===== config.mk =====
export PLATFORM = sky130hd
export DESIGN_NAME = mem_access_unit
export DESIGN_NICKNAME = d
export VERILOG_FILES = /design/src/rtl/mem_access_unit.sv
export SDC_FILE = /design/constraint.sdc
export NUM_CORES = 1
export LEC_CHECK = 0
export CORE_AREA = 2 2 123 125
export DETAILED_ROUTE_END_ITERATION = 16
export DIE_AREA = 0 0 125 127
export PLACE_DENSITY_LB_ADDON = 0.05
export SETUP_SLACK_MARGIN = 0.3
export SYNTH_ARGS = -nofsm -noshare
export SYNTH_HDL_FRONTEND = slang
export SYNTH_SLANG_ARGS = --single-unit

===== constraint.sdc =====
create_clock -name clk -period 4.6 [get_ports clk]
set_input_delay 0.92 -clock clk [delete_from_list [all_inputs] [get_ports clk]]
set_output_delay 0.92 -clock clk [all_outputs]
set_load 0.01 [all_outputs]

===== src/rtl/mem_access_unit.sv =====
// ---------------------------------------------------------------------------
// mem_access_unit
//
// Memory stage that sits directly after execute. It accepts one instruction
// at a time. For each instruction it does one of three things:
//   - passes the ALU result straight through (non-memory ops),
//   - issues one data-memory transaction (req/gnt/rvalid) for a load or store,
//   - reports an error for illegal accesses (both enables set, or a
//     misaligned access).
// One result per instruction goes to write-back over a valid/ready handshake.
//
// States: IDLE -> (REQ -> [WAIT_R] ->) DONE -> IDLE
//
// Ports:
//   clk, rst              clock, asynchronous active-low reset
//   valid_i / ready_o     execute-side handshake (ready_o only in IDLE)
//   alu_op_i              operation code, decoded against the OP_* params
//   rmem_ena_i/wmem_ena_i load / store enables
//   alu_result_i          pass-through result for non-memory ops
//   rmem_addr_i           load byte address
//   wmem_addr_i           store byte address
//   wmem_mask_i           store byte mask (bits [3:0] used)
//   wdata_i               right-aligned store data
//   read_offset_i         load byte offset (bits [1:0] used)
//   mem_req_o ... mem_wmask_o   memory request side
//   mem_gnt_i, mem_rvalid_i, mem_rdata_i   memory response side
//   valid_o / ready_i     write-back handshake
//   wb_data_o, err_o      write-back result and fault flag
//
// Optional feature macro: MEM_TIMEOUT_EN
//   When defined, a watchdog aborts a transaction that makes no progress for
//   TIMEOUT_CYCLES cycles in REQ or WAIT_R. The unit then returns err=1 and
//   wb_data=0. When the macro is undefined, the unit waits indefinitely.
// ---------------------------------------------------------------------------
module mem_access_unit #(
  parameter int ADDR_W         = 32,
  parameter int DATA_W         = 32,
  parameter int OP_W           = 8,
  parameter int TIMEOUT_CYCLES = 64,
  // Load/store op encodings; override to match the ALU_OP_BUS defines.
  parameter logic [OP_W-1:0] OP_LB  = OP_W'('h10),
  parameter logic [OP_W-1:0] OP_LH  = OP_W'('h11),
  parameter logic [OP_W-1:0] OP_LW  = OP_W'('h12),
  parameter logic [OP_W-1:0] OP_LBU = OP_W'('h13),
  parameter logic [OP_W-1:0] OP_LHU = OP_W'('h14),
  parameter logic [OP_W-1:0] OP_SH  = OP_W'('h16),
  parameter logic [OP_W-1:0] OP_SW  = OP_W'('h17)
) (
  input  logic              clk,
  input  logic              rst,
  input  logic              valid_i,
  output logic              ready_o,
  input  logic [OP_W-1:0]   alu_op_i,
  input  logic              rmem_ena_i,
  input  logic              wmem_ena_i,
  input  logic [DATA_W-1:0] alu_result_i,
  input  logic [ADDR_W-1:0] rmem_addr_i,
  input  logic [ADDR_W-1:0] wmem_addr_i,
  input  logic [7:0]        wmem_mask_i,
  input  logic [DATA_W-1:0] wdata_i,
  input  logic [ADDR_W-1:0] read_offset_i,
  output logic              mem_req_o,
  output logic              mem_we_o,
  output logic [ADDR_W-1:0] mem_addr_o,
  output logic [DATA_W-1:0] mem_wdata_o,
  output logic [3:0]        mem_wmask_o,
  input  logic              mem_gnt_i,
  input  logic              mem_rvalid_i,
  input  logic [DATA_W-1:0] mem_rdata_i,
  output logic              valid_o,
  input  logic              ready_i,
  output logic [DATA_W-1:0] wb_data_o,
  output logic              err_o
);

  typedef enum logic [1:0] {IDLE, REQ, WAIT_R, DONE} state_t;

  state_t              state_reg, state_next;
  logic [OP_W-1:0]     op_reg, op_next;
  logic [1:0]          roff_reg, roff_next;
  logic                we_reg, we_next;
  logic [ADDR_W-1:0]   addr_reg, addr_next;
  logic [DATA_W-1:0]   wdata_reg, wdata_next;
  logic [3:0]          wmask_reg, wmask_next;
  logic [DATA_W-1:0]   wb_data_reg, wb_data_next;
  logic                err_reg, err_next;

  logic                timeout_hit;
  logic [1:0]          ld_off, st_off;
  logic                ld_misaligned, st_misaligned;
  logic [DATA_W-1:0]   store_lane;
  logic [DATA_W-1:0]   ld_ext;

  // Select the addressed byte/half of the returned word and extend it.
  // Unknown load ops fall back to the full word.
  function automatic logic [DATA_W-1:0] load_extend(
    input logic [OP_W-1:0]   op,
    input logic [1:0]        off,
    input logic [DATA_W-1:0] word
  );
    logic [DATA_W-1:0] lane;
    logic [DATA_W-1:0] res;
    lane = word >> {off, 3'b000};
    res  = word;
    if (op == OP_LB)       res = {{(DATA_W-8){lane[7]}}, lane[7:0]};
    else if (op == OP_LBU) res = {{(DATA_W-8){1'b0}}, lane[7:0]};
    else if (op == OP_LH)  res = {{(DATA_W-16){lane[15]}}, lane[15:0]};
    else if (op == OP_LHU) res = {{(DATA_W-16){1'b0}}, lane[15:0]};
    return res;
  endfunction

  assign ld_off     = read_offset_i[1:0];
  assign st_off     = wmem_addr_i[1:0];
  assign store_lane = wdata_i << {st_off, 3'b000};
  assign ld_ext     = load_extend(op_reg, roff_reg, mem_rdata_i);

  // A halfword may start at any offset except 3 (it would cross the word).
  // A word must be aligned. A store with no enabled bytes is also rejected.
  assign ld_misaligned = ((alu_op_i == OP_LH || alu_op_i == OP_LHU) && ld_off == 2'd3) ||
                         (alu_op_i == OP_LW && ld_off != 2'd0);
  assign st_misaligned = (alu_op_i == OP_SH && st_off == 2'd3) ||
                         (alu_op_i == OP_SW && st_off != 2'd0) ||
                         (wmem_mask_i[3:0] == 4'd0);

  // Next-state and datapath-capture logic.
  always_comb begin
    state_next   = state_reg;
    op_next      = op_reg;
    roff_next    = roff_reg;
    we_next      = we_reg;
    addr_next    = addr_reg;
    wdata_next   = wdata_reg;
    wmask_next   = wmask_reg;
    wb_data_next = wb_data_reg;
    err_next     = err_reg;

    case (state_reg)
      IDLE: begin
        if (valid_i) begin
          op_next      = alu_op_i;
          roff_next    = ld_off;
          err_next     = 1'b0;
          wb_data_next = alu_result_i;
          if (rmem_ena_i && !wmem_ena_i && !ld_misaligned) begin
            we_next    = 1'b0;
            addr_next  = {rmem_addr_i[ADDR_W-1:2], 2'b00};
            wdata_next = '0;
            wmask_next = 4'd0;
            state_next = REQ;
          end else if (wmem_ena_i && !rmem_ena_i && !st_misaligned) begin
            we_next    = 1'b1;
            addr_next  = {wmem_addr_i[ADDR_W-1:2], 2'b00};
            wdata_next = store_lane;
            wmask_next = wmem_mask_i[3:0];
            state_next = REQ;
          end else begin
            // Non-memory op, or an access that is illegal and never issued.
            err_next   = rmem_ena_i | wmem_ena_i;
            state_next = DONE;
          end
        end
      end

      REQ: begin
        if (mem_gnt_i) begin
          if (we_reg) begin
            wb_data_next = '0;
            state_next   = DONE;
          end else if (mem_rvalid_i) begin
            wb_data_next = ld_ext;
            state_next   = DONE;
          end else begin
            state_next = WAIT_R;
          end
        end else if (timeout_hit) begin
          err_next     = 1'b1;
          wb_data_next = '0;
          state_next   = DONE;
        end
      end

      WAIT_R: begin
        if (mem_rvalid_i) begin
          wb_data_next = ld_ext;
          state_next   = DONE;
        end else if (timeout_hit) begin
          err_next     = 1'b1;
          wb_data_next = '0;
          state_next   = DONE;
        end
      end

      DONE: begin
        if (ready_i) state_next = IDLE;
      end

      default: state_next = IDLE;
    endcase
  end

  always_ff @(posedge clk or negedge rst) begin
    if (!rst) begin
      state_reg   <= IDLE;
      op_reg      <= '0;
      roff_reg    <= 2'd0;
      we_reg      <= 1'b0;
      addr_reg    <= '0;
      wdata_reg   <= '0;
      wmask_reg   <= 4'd0;
      wb_data_reg <= '0;
      err_reg     <= 1'b0;
    end else begin
      state_reg   <= state_next;
      op_reg      <= op_next;
      roff_reg    <= roff_next;
      we_reg      <= we_next;
      addr_reg    <= addr_next;
      wdata_reg   <= wdata_next;
      wmask_reg   <= wmask_next;
      wb_data_reg <= wb_data_next;
      err_reg     <= err_next;
    end
  end

`ifdef MEM_TIMEOUT_EN
  localparam int TMO_W = $clog2(TIMEOUT_CYCLES + 1);
  logic [TMO_W-1:0] tmo_cnt_reg, tmo_cnt_next;

  assign timeout_hit = (tmo_cnt_reg == TMO_W'(TIMEOUT_CYCLES - 1));

  // The count restarts whenever the state changes. This covers entry to REQ
  // and the REQ -> WAIT_R step. It only advances while the unit stalls.
  always_comb begin
    tmo_cnt_next = '0;
    if ((state_reg == REQ || state_reg == WAIT_R) && state_next == state_reg)
      tmo_cnt_next = tmo_cnt_reg + TMO_W'(1);
  end

  always_ff @(posedge clk or negedge rst) begin
    if (!rst) tmo_cnt_reg <= '0;
    else      tmo_cnt_reg <= tmo_cnt_next;
  end
`else
  assign timeout_hit = 1'b0;
`endif

  // Outputs. Request and valid come straight from the state register, so an
  // asynchronous reset drops them immediately.
  assign ready_o     = (state_reg == IDLE) & rst;
  assign mem_req_o   = (state_reg == REQ);
  assign mem_we_o    = mem_req_o & we_reg;
  assign mem_addr_o  = addr_reg;
  assign mem_wdata_o = wdata_reg;
  assign mem_wmask_o = wmask_reg;
  assign valid_o     = (state_reg == DONE);
  assign err_o       = valid_o & err_reg;
  assign wb_data_o   = wb_data_reg;

  // Input bits that carry no information for this unit.
  logic unused_ok;
  assign unused_ok = ^{wmem_mask_i[7:4], read_offset_i[ADDR_W-1:2],
                       rmem_addr_i[1:0], 32'(TIMEOUT_CYCLES)};

endmodule

==> impl_metrics.ini, run 1 <==
[status]
status = completed

[yosys]
synth_ff_type = dfrtp_1
seq_area_frac_synth_pct = 45.4
yosysWarnings = 0
syn_inst = 648
synth_cell_types = 59
synthesis.area_sq_mm = 0.00617
ys_ff_latch = 112
avgSynthCellArea_sq_um = 9.53
async_flop_share_pct = 100
synth-edff-count = 0

[power]
p_comb_share_pct = 51.0
p_clk_share_pct = 14.7
p_per_area_mw_per_mm2 = 561
leakage_nw = 3.98
p_sw_w = 0.00194
p_seq_share_pct = 34.2
switching_share_pct = 37.1
p_int_w = 0.00329
vdd.ir_drop.worst_mv = 0.292

[drt]
via_per_inst = 5.56
wl_per_cell_um = 18.7
vias = 6037
drtPass1Iterations = 5
drt_iter0_markers = 436
drc = 0
ant_nets = 0
drt_wl_total_um = 20300

[critical_path]
path_cells = clkdlybuf4s50_1 > nand2_1 > or3_1 > buf_4 > o21a_1 > buf_4 > a21oi_1
cp-start-kind = primary input
slowest_delay_ps = 580
critPathKind = primary input to register
crit_required_ps = 4870
critical_path.endpoint_type = register
crit_arrival_ps = 3440
crit_top_cell = buf_4
cp_slowest_cell = clkdlybuf4s50_1
cp_max_fo = 32

[clock_tree]
path_clk_slew_ps = 70
clock_latency_ps = 350
h-tree-depth = 3
cts_tree = built
cts.repair.resized = 0
ctsHoldBuffers = 0
clock_sinks = 112
cts_buffers = 9
post-cts-setup-buffers = 0
cts_buffer_depth = 2
cts-root-buf = clkbuf_16

[floorplanning]
num_rows = 44
die_w_um = 125
fp.dieArea_sq_mm = 0.0159
ios = 321
core-area_sq_mm = 0.0144
start_util_pct = 42.8
die_height_um = 127

[timing]
report.final.slew_viol_count = 0
setup_violations = 0
finalClockSkew_ps = 9.62
hold_violations = 0
rsz0062_at_grt = false
final.min_clock_period_ps = 3160
setup_tns_ps = 0
tightest_slew_ps = 1020
post-route-period-util_pct = 68.7
max_slew_margin_pct = 32.1
fmax_mhz = 316

[flow_run]
cap_viol_max_count = 0

[final_layout]
final_common_cell = clkdlybuf4s50_1
area_delta_synth_final_pct = 51.2
drive_gt1_share_pct = 7.10
stdcell_count = 1086
utilization_pct = 64.7
diodes = 0
nNetsFinal = 1120
mostFrequentLayoutCells = 281 x clkdlybuf4s50_1, 112 x dfrtp_1, 83 x a21oi_1, 72 x nand2_1, 49 x inv_1

[min_path]
hold_class = primary input to async pin

[placement]
hpwl_um = 15300
place.gp.congestion = 0.901
io_buffers = 282
dp_cells = 1072

[grt]
antenna_found_initial = 0
grt_pass1_vias = 6005
gr-usage-all-layers_pct = 25.2
overflow = 0
grt_pass1_wl_um = 32300
grt_max_degree = 84
routing by layer:
| layer | share of wire [%] | wire, um | vias to the layer above | GRT usage, % |
|---|---|---|---|---|
| met5 | 0 | 0 | - | 0 |
| met4 | 2.5 | 506 | 0 | 8.69 |
| met3 | 7.9 | 1600 | 34 | 6.78 |
| met2 | 49 | 9990 | 266 | 43.3 |
| met1 | 41 | 8240 | 2859 | 31.0 |
| li1 | - | - | 2878 | - |
critical path: cells and delay by family:
family	cells	cell delay, ps
buffers and inverters	3	1150
AND/OR/NAND/NOR	2	800
AO/OA/AOI/OAI	2	550
final timing paths:
check | from | endpoint | slack (ps) | depth (start not counted)
max reg2reg | state_reg[0]$_DFFE_PN0P_ | mem_addr_o[21]$_DFFE_PN0P_ | 1620 | 8
max in group asynchronous | rst | mem_wdata_o[14]$_DFFE_PN0P_ | 2750 | 2
min | rst | wb_data_o[23]$_DFFE_PN0P_ | 500 | 1
min reg2reg | mem_addr_o[12]$_DFFE_PN0P_ | mem_addr_o[12]$_DFFE_PN0P_ | 510 | 2
min in group clk | mem_addr_o[12]$_DFFE_PN0P_ | mem_addr_o[12]$_DFFE_PN0P_ | 510 | 2
max | valid_i | mem_addr_o[21]$_DFFE_PN0P_ | 1440 | 7
stage by stage:
stage	setup WS [ps]	hold slack, ps	area (sq um)	power [W]
global placement	1170	489	9060	0.00442
floorplan	2200	508	6180	0.00316
finish	1440	497	9330	0.00524
CTS	1450	496	9330	0.00528
global route	1320	519	9330	0.00558
detailed placement	1090	496	9060	0.00448
Yosys cell counts, types with 4 or more instances:
cell      count  area [sq um]
dfrtp_1     112          2800
a21oi_1      83           415
nand2_1      72           270
inv_1        49           184
nor2_1       34           128
o22ai_1      33           206
o32ai_1      30           263
mux2i_1      26           260
clkbuf_1     25          93.8
mux2_2       18           203
buf_2        14          70.1
a22o_1       12           105
o21ai_0      12          60.1
a22oi_1       9          67.6
a211o_1       8          70.1
a221o_2       8          90.1
o31ai_1       8          60.1
a221oi_1      7          61.3
nor3_1        7          35.0
a221o_1       6          60.1
buf_1         5          18.8
buf_4         5          37.5
ha_1          5          62.6
and2_1        4          25.0
buf_6         4          45.0
nand2b_1      4          25.0
nor2b_1       4          25.0
cell type report:
cell class / count / area [sq um]
flip-flops and latches: 112 / 2800
fillers: 1220 / 5090
well taps: 184 / 230
clock buffers: 11 / 233
repair buffers: 293 / 2900
multi-input cells: 434 / 2940
clock inverters: 3 / 43.8
inverters: 49 / 184
power groups by stage:
stage / sequential [W] / clock [W] / combinational [W]
6_report: 0.00179 / 0.000771 / 0.00267
5_1_grt: 0.00186 / 0.000827 / 0.00290
4_1_cts: 0.00179 / 0.000792 / 0.00270
3_5_place_dp: 0.00180 / 0 / 0.00268
3_3_place_gp: 0.00178 / 0 / 0.00264
2_1_floorplan: 0.00185 / 0 / 0.00131
cell families (layout without fill, tap and decap cells):
group	count (synthesis)	in the layout	share of synthesized area, %
flip-flops	112	112	45.4
adder cells (fa/ha/maj)	6	6	1.18
multiplexers	47	47	8.59
XOR/XNOR	1	1	0.142
AND/OR/NAND/NOR	143	143	10.5
buffers and inverters	103	356	7.36
other	1	2	0.0607
AO/OA/AOI/OAI	235	235	26.7
No activity file was read; power rests on OpenSTA's default activity.
==> run 2: changes to the inputs <==
--- a/config.mk
+++ b/config.mk
@@ -5,9 +5,8 @@
 export SDC_FILE = /design/constraint.sdc
 export NUM_CORES = 1
 export LEC_CHECK = 0
-export CORE_AREA = 2 2 123 125
+export CORE_UTILIZATION = 40
 export DETAILED_ROUTE_END_ITERATION = 16
-export DIE_AREA = 0 0 125 127
 export PLACE_DENSITY_LB_ADDON = 0.05
 export SETUP_SLACK_MARGIN = 0.3
 export SYNTH_ARGS = -nofsm -noshare
==> constraint.sdc (replaced) <==
create_clock -name clk -period 3.2 [get_ports clk]
set_input_delay 0.64 -clock clk [delete_from_list [all_inputs] [get_ports clk]]
set_output_delay 0.64 -clock clk [all_outputs]
set_load 0.01 [all_outputs]
==> run 2 against run 1 <==
  * Sequential power up 40%
  * Die area up 0.37%
  * Register-to-register slack worse by 850 ps
  * Clock power up 53%
  * Sequential share of layout area down 0.39 points
  * Largest power group unchanged
  * Largest cell class is now non-clock buffers
  * Combinational power up 49%
  * Global-route usage up 0.67 points
==> impl_metrics.ini, run 2 (synthesized netlist as in run 1, its figures left out) <==
[floorplanning]
die_height_um = 126
core-area_sq_mm = 0.0151
fp.dieArea_sq_mm = 0.0159
num_rows = 45
start_util_pct = 40.8
die_w_um = 126
ios = 321

[timing]
setup_tns_ps = 0
report.final.slew_viol_count = 0
finalClockSkew_ps = 11.9
fmax_mhz = 372
post-route-period-util_pct = 83.9
tightest_slew_ps = 890
max_slew_margin_pct = 40.6
hold_violations = 0
final.min_clock_period_ps = 2680
rsz0062_at_grt = false
setup_violations = 0

[final_layout]
final_common_cell = clkdlybuf4s50_1
ff_latch_area_sq_mm = 0.00280
multi_input_area_sq_mm = 0.00294
fillers = 1272
nNetsFinal = 1125
mostFrequentLayoutCells = 281 x clkdlybuf4s50_1, 112 x dfrtp_1, 83 x a21oi_1, 72 x nand2_1, 49 x inv_1
diodes = 0
drive_gt1_share_pct = 7.92
area_delta_synth_final_pct = 53.2

[grt]
grt_pass1_wl_um = 32500
overflow = 0
grt_max_degree = 68
gr-usage-all-layers_pct = 25.9
antenna_found_initial = 0
grt_pass1_vias = 6283

[critical_path]
cp-start-kind = register
slowest_delay_ps = 540
cp_max_fo = 6
crit_required_ps = 2560
cp_slowest_cell = clkdlybuf4s50_1
critPathKind = register to primary output
path_cells = inv_1 > ha_1 > and2_1 > clkdlybuf4s50_1
crit_arrival_ps = 2040
critical_path.endpoint_type = primary output

[status]
status = completed

[drt]
drt_iter0_markers = 418
wl_per_cell_um = 18.5
drc = 0
drt_wl_total_um = 20300
via_per_inst = 5.58
vias = 6119
drtPass1Iterations = 5
ant_nets = 0

[clock_tree]
ctsHoldBuffers = 0
post-cts-setup-buffers = 0
clock_sinks = 112
h-tree-depth = 3
cts.repair.resized = 0
cts-root-buf = clkbuf_16
cts_buffers = 9
cts_tree = built
cts_buffer_depth = 2
clock_latency_ps = 350
path_clk_slew_ps = 70

[power]
vdd.ir_drop.worst_mv = 0.406
leakage_nw = 4.03
finalPower_w = 0.00768
p_per_area_mw_per_mm2 = 812

[placement]
place.gp.congestion = 0.871
hpwl_um = 14900
io_buffers = 282

[flow_run]
cap_viol_max_count = 0

[min_path]
hold_class = primary input to async pin
[run 2: changes by cell type in the layout (fill, tap and decap cells not counted)]
cell        change
buf_4           +1
clkbuf_8        +2
buf_12          +4
clkbuf_1        -1
clkinvlp_4      +1
[run 2: worst paths after layout]
kind	endpoint	slack [ps]	cells past startpoint	startpoint
worst max register to register	mem_wmask_o[1]$_DFFE_PN0P_	770	8	state_reg[0]$_DFFE_PN0P_
max in group asynchronous	mem_addr_o[21]$_DFFE_PN0P_	1560	3	rst
worst min register to register	wb_data_o[6]$_DFFE_PN0P_	510	2	wb_data_o[6]$_DFFE_PN0P_
worst min-delay path	state_reg[0]$_DFFE_PN0P_	470	2	rst
worst max-delay path	ready_o	520	4	state_reg[0]$_DFFE_PN0P_
min in group clk	wb_data_o[6]$_DFFE_PN0P_	510	2	wb_data_o[6]$_DFFE_PN0P_
[run 2: cell type report]
class / instances / area share [%]
Tap cell: 188 / 2.49
Clock inverter: 4 / 0.542
Inverter: 49 / 1.94
Timing Repair Buffer: 298 / 31.6
Clock buffer: 12 / 2.71
Multi-Input combinational cell: 434 / 31.1
Sequential cell: 112 / 29.6
[run 2: worst max-delay path, delay by kind of cell (launching register included)]
family / cells / cell delay, ps
adder cells (fa/ha/maj): 1 / 370
AND/OR/NAND/NOR: 1 / 190
buffers and inverters: 2 / 680
flip-flops: 1 / 450
[run 2: power by group]
| group | total (W) | switching, W | internal [W] | leakage, nW |
|---|---|---|---|---|
| combinational | 0.00399 | 0.00187 | 0.00213 | 2.50 |
| clock | 0.00118 | 0.000531 | 0.000653 | 0.149 |
| sequential | 0.00250 | 0.000446 | 0.00205 | 1.38 |
[run 2: per-stage QoR]
| step | area, sq um | hold slack, ps | instances | util [%] | worst slack (ps) |
|---|---|---|---|---|---|
| finish | 9460 | 472 | 1097 | 62.4 | 515 |
| floorplan | 6180 | 344 | 649 | - | 1080 |
| global placement | 9150 | 489 | 1081 | 60.4 | 374 |
| detailed placement | 9150 | 493 | 1081 | 60.4 | 308 |
| CTS | 9460 | 515 | 1097 | 62.4 | 488 |
| global route | 9460 | 529 | 1097 | 62.4 | 414 |
[run 2: metal layers]
layer  wire, um  track usage, %  up-vias
met5          0               0        -
met4        696            12.4        0
met3       1610            7.01       51
met2       9770            43.5      277
met1       8200            30.7     2910
li1           -               -     2881
==> run 3: changes to the inputs <==
==> constraint.sdc (replaced) <==
create_clock -name clk -period 2.55 [get_ports clk]
set_input_delay 0.51 -clock clk [delete_from_list [all_inputs] [get_ports clk]]
set_output_delay 0.51 -clock clk [all_outputs]
set_load 0.01 [all_outputs]
==> run 3 against run 2 <==
  * Hold slack worse by 130 ps
  * Combinational power is 32% higher
  * Via count is 1.7% higher
  * Non-clock buffer count is 15 higher
  * Die area stayed put
  * Wire length is 2.4% higher
  * Largest power group unchanged
==> impl_metrics.ini, run 3 (synthesized netlist as in run 1, its figures left out) <==
[critical_path]
crit_required_ps = 2040
critPathKind = register to primary output
crit_arrival_ps = 1690
cp_max_fo = 4
cp-start-kind = register
critical_path.endpoint_type = primary output
r2r.worst_path.cells = 8

[timing]
fin_ws_ps = 346
finalClockSkew_ps = 5.89
report.final.slew_viol_count = 0
final.min_clock_period_ps = 2200
fmax_mhz = 454
tightest_slew_ps = 866
post-route-period-util_pct = 86.4
setup_tns_ps = 0
setup_violations = 0
max_slew_margin_pct = 42.2
rsz0062_at_grt = true
hold_violations = 0

[clock_tree]
path_clk_slew_ps = 70
cts_buffer_depth = 2
cts-root-buf = clkbuf_16
clock_latency_ps = 350
cts_tree = built
ctsHoldBuffers = 0
cts_buffers = 9
h-tree-depth = 3
clock_sinks = 112

[final_layout]
nNetsFinal = 1140
mostFrequentLayoutCells = 279 x clkdlybuf4s50_1, 111 x dfrtp_1, 83 x a21oi_1, 71 x nand2_1, 47 x inv_1
design_area_sq_mm = 0.00962
fillers = 1263
drive_gt1_share_pct = 10.5
area_delta_synth_final_pct = 55.8
final_common_cell = clkdlybuf4s50_1
diodes = 0

[placement]
placed_area_sq_mm = 0.00925
hpwl_um = 15300
io_buffers = 282
place.gp.congestion = 0.865
preCtsSetupSlack_ps = -240

[grt]
antenna_found_initial = 0
grt_pass1_vias = 6335
grt_pass1_wl_um = 32900
gr-usage-all-layers_pct = 26.2
overflow = 0
grt_max_degree = 67

[floorplanning]
start_util_pct = 40.8
ios = 321
die_height_um = 126
num_rows = 45
core-area_sq_mm = 0.0151
fp.dieArea_sq_mm = 0.0159
die_w_um = 126

[drt]
drtPass1Iterations = 5
drt_iter0_markers = 353
ant_nets = 0
vias = 6221
via_per_inst = 5.60
drt_wl_total_um = 20800
drc = 0
wl_per_cell_um = 18.7

[min_path]
hold_class = primary input to async pin

[power]
leakage_nw = 4.11
vdd.ir_drop.worst_mv = 0.506
finalPower_w = 0.00977
p_per_area_mw_per_mm2 = 1020

[status]
status = completed

[flow_run]
cap_viol_max_count = 0
==> run 3: changes by cell type in the layout (fill, tap and decap cells not counted), moves of 2 or more <==
| cell | before | now |
|---|---|---|
| clkdlybuf4s50_1 | 281 | 279 |
| inv_1 | 49 | 47 |
| dlygate4sd2_1 | 0 | 2 |
| buf_4 | 13 | 25 |
| ha_1 | 5 | 3 |
| a221oi_2 | 1 | 3 |
| a221oi_1 | 7 | 5 |
| inv_2 | 0 | 2 |
==> run 3: metal layers <==
layer	vias up	part of all wire [%]	track usage (%)
li1	2922	-	-
met2	250	50	44.7
met5	-	0	0
met1	3020	41	32.0
met3	29	7.2	6.24
met4	0	2.2	9.92
==> run 3: layout make-up <==
type	count	area, sq um	share of cell area [%]
inverters	49	184	1.91
clock inverters	4	30.0	0.312
clock buffers	11	243	2.52
multi-input cells	434	3000	31.2
flip-flops and latches	112	2800	29.1
repair buffers	313	3120	32.5
well taps	188	235	2.45
==> run 3: timing repair <==
item	CTS	global route
buffers inserted	2	1
resized for setup	5	15
setup endpoints to repair	33	49
pin swaps	0	1
==> run 3: critical path, stage by stage, from the launching register on <==
cell and delay (ps):
dfrtp_2 430, buf_4 140, ha_2 220, clkdlybuf4s50_1 550
==> run 3: worst paths after layout <==
path | startpoint | end | slack, ps
min | rst | op_reg[5]$_DFFE_PN0P_ | 340
max in group asynchronous | rst | mem_wdata_o[23]$_DFFE_PN0P_ | 1010
min in group clk | wb_data_o[4]$_DFFE_PN0P_ | wb_data_o[4]$_DFFE_PN0P_ | 510
min reg2reg | wb_data_o[4]$_DFFE_PN0P_ | wb_data_o[4]$_DFFE_PN0P_ | 510
max | state_reg[0]$_DFFE_PN0P_ | valid_o | 350
max reg2reg | state_reg[0]$_DFFE_PN0P_ | wb_data_o[9]$_DFFE_PN0P_ | 460
==> run 3: stage by stage <==
step                hold WS [ps]  util, %  cells
CTS                          397     63.0   1110
global route                 456     63.5   1111
finish                       339     63.5   1111
global placement             489     61.1   1093
detailed placement           494     61.1   1093
floorplan                    214        -    649
==> run 3: power by group <==
part / switching (W) / internal, W
clock: 0.000661 / 0.000690
combinational: 0.00244 / 0.00283
sequential: 0.000572 / 0.00258
total: 0.00367 / 0.00610
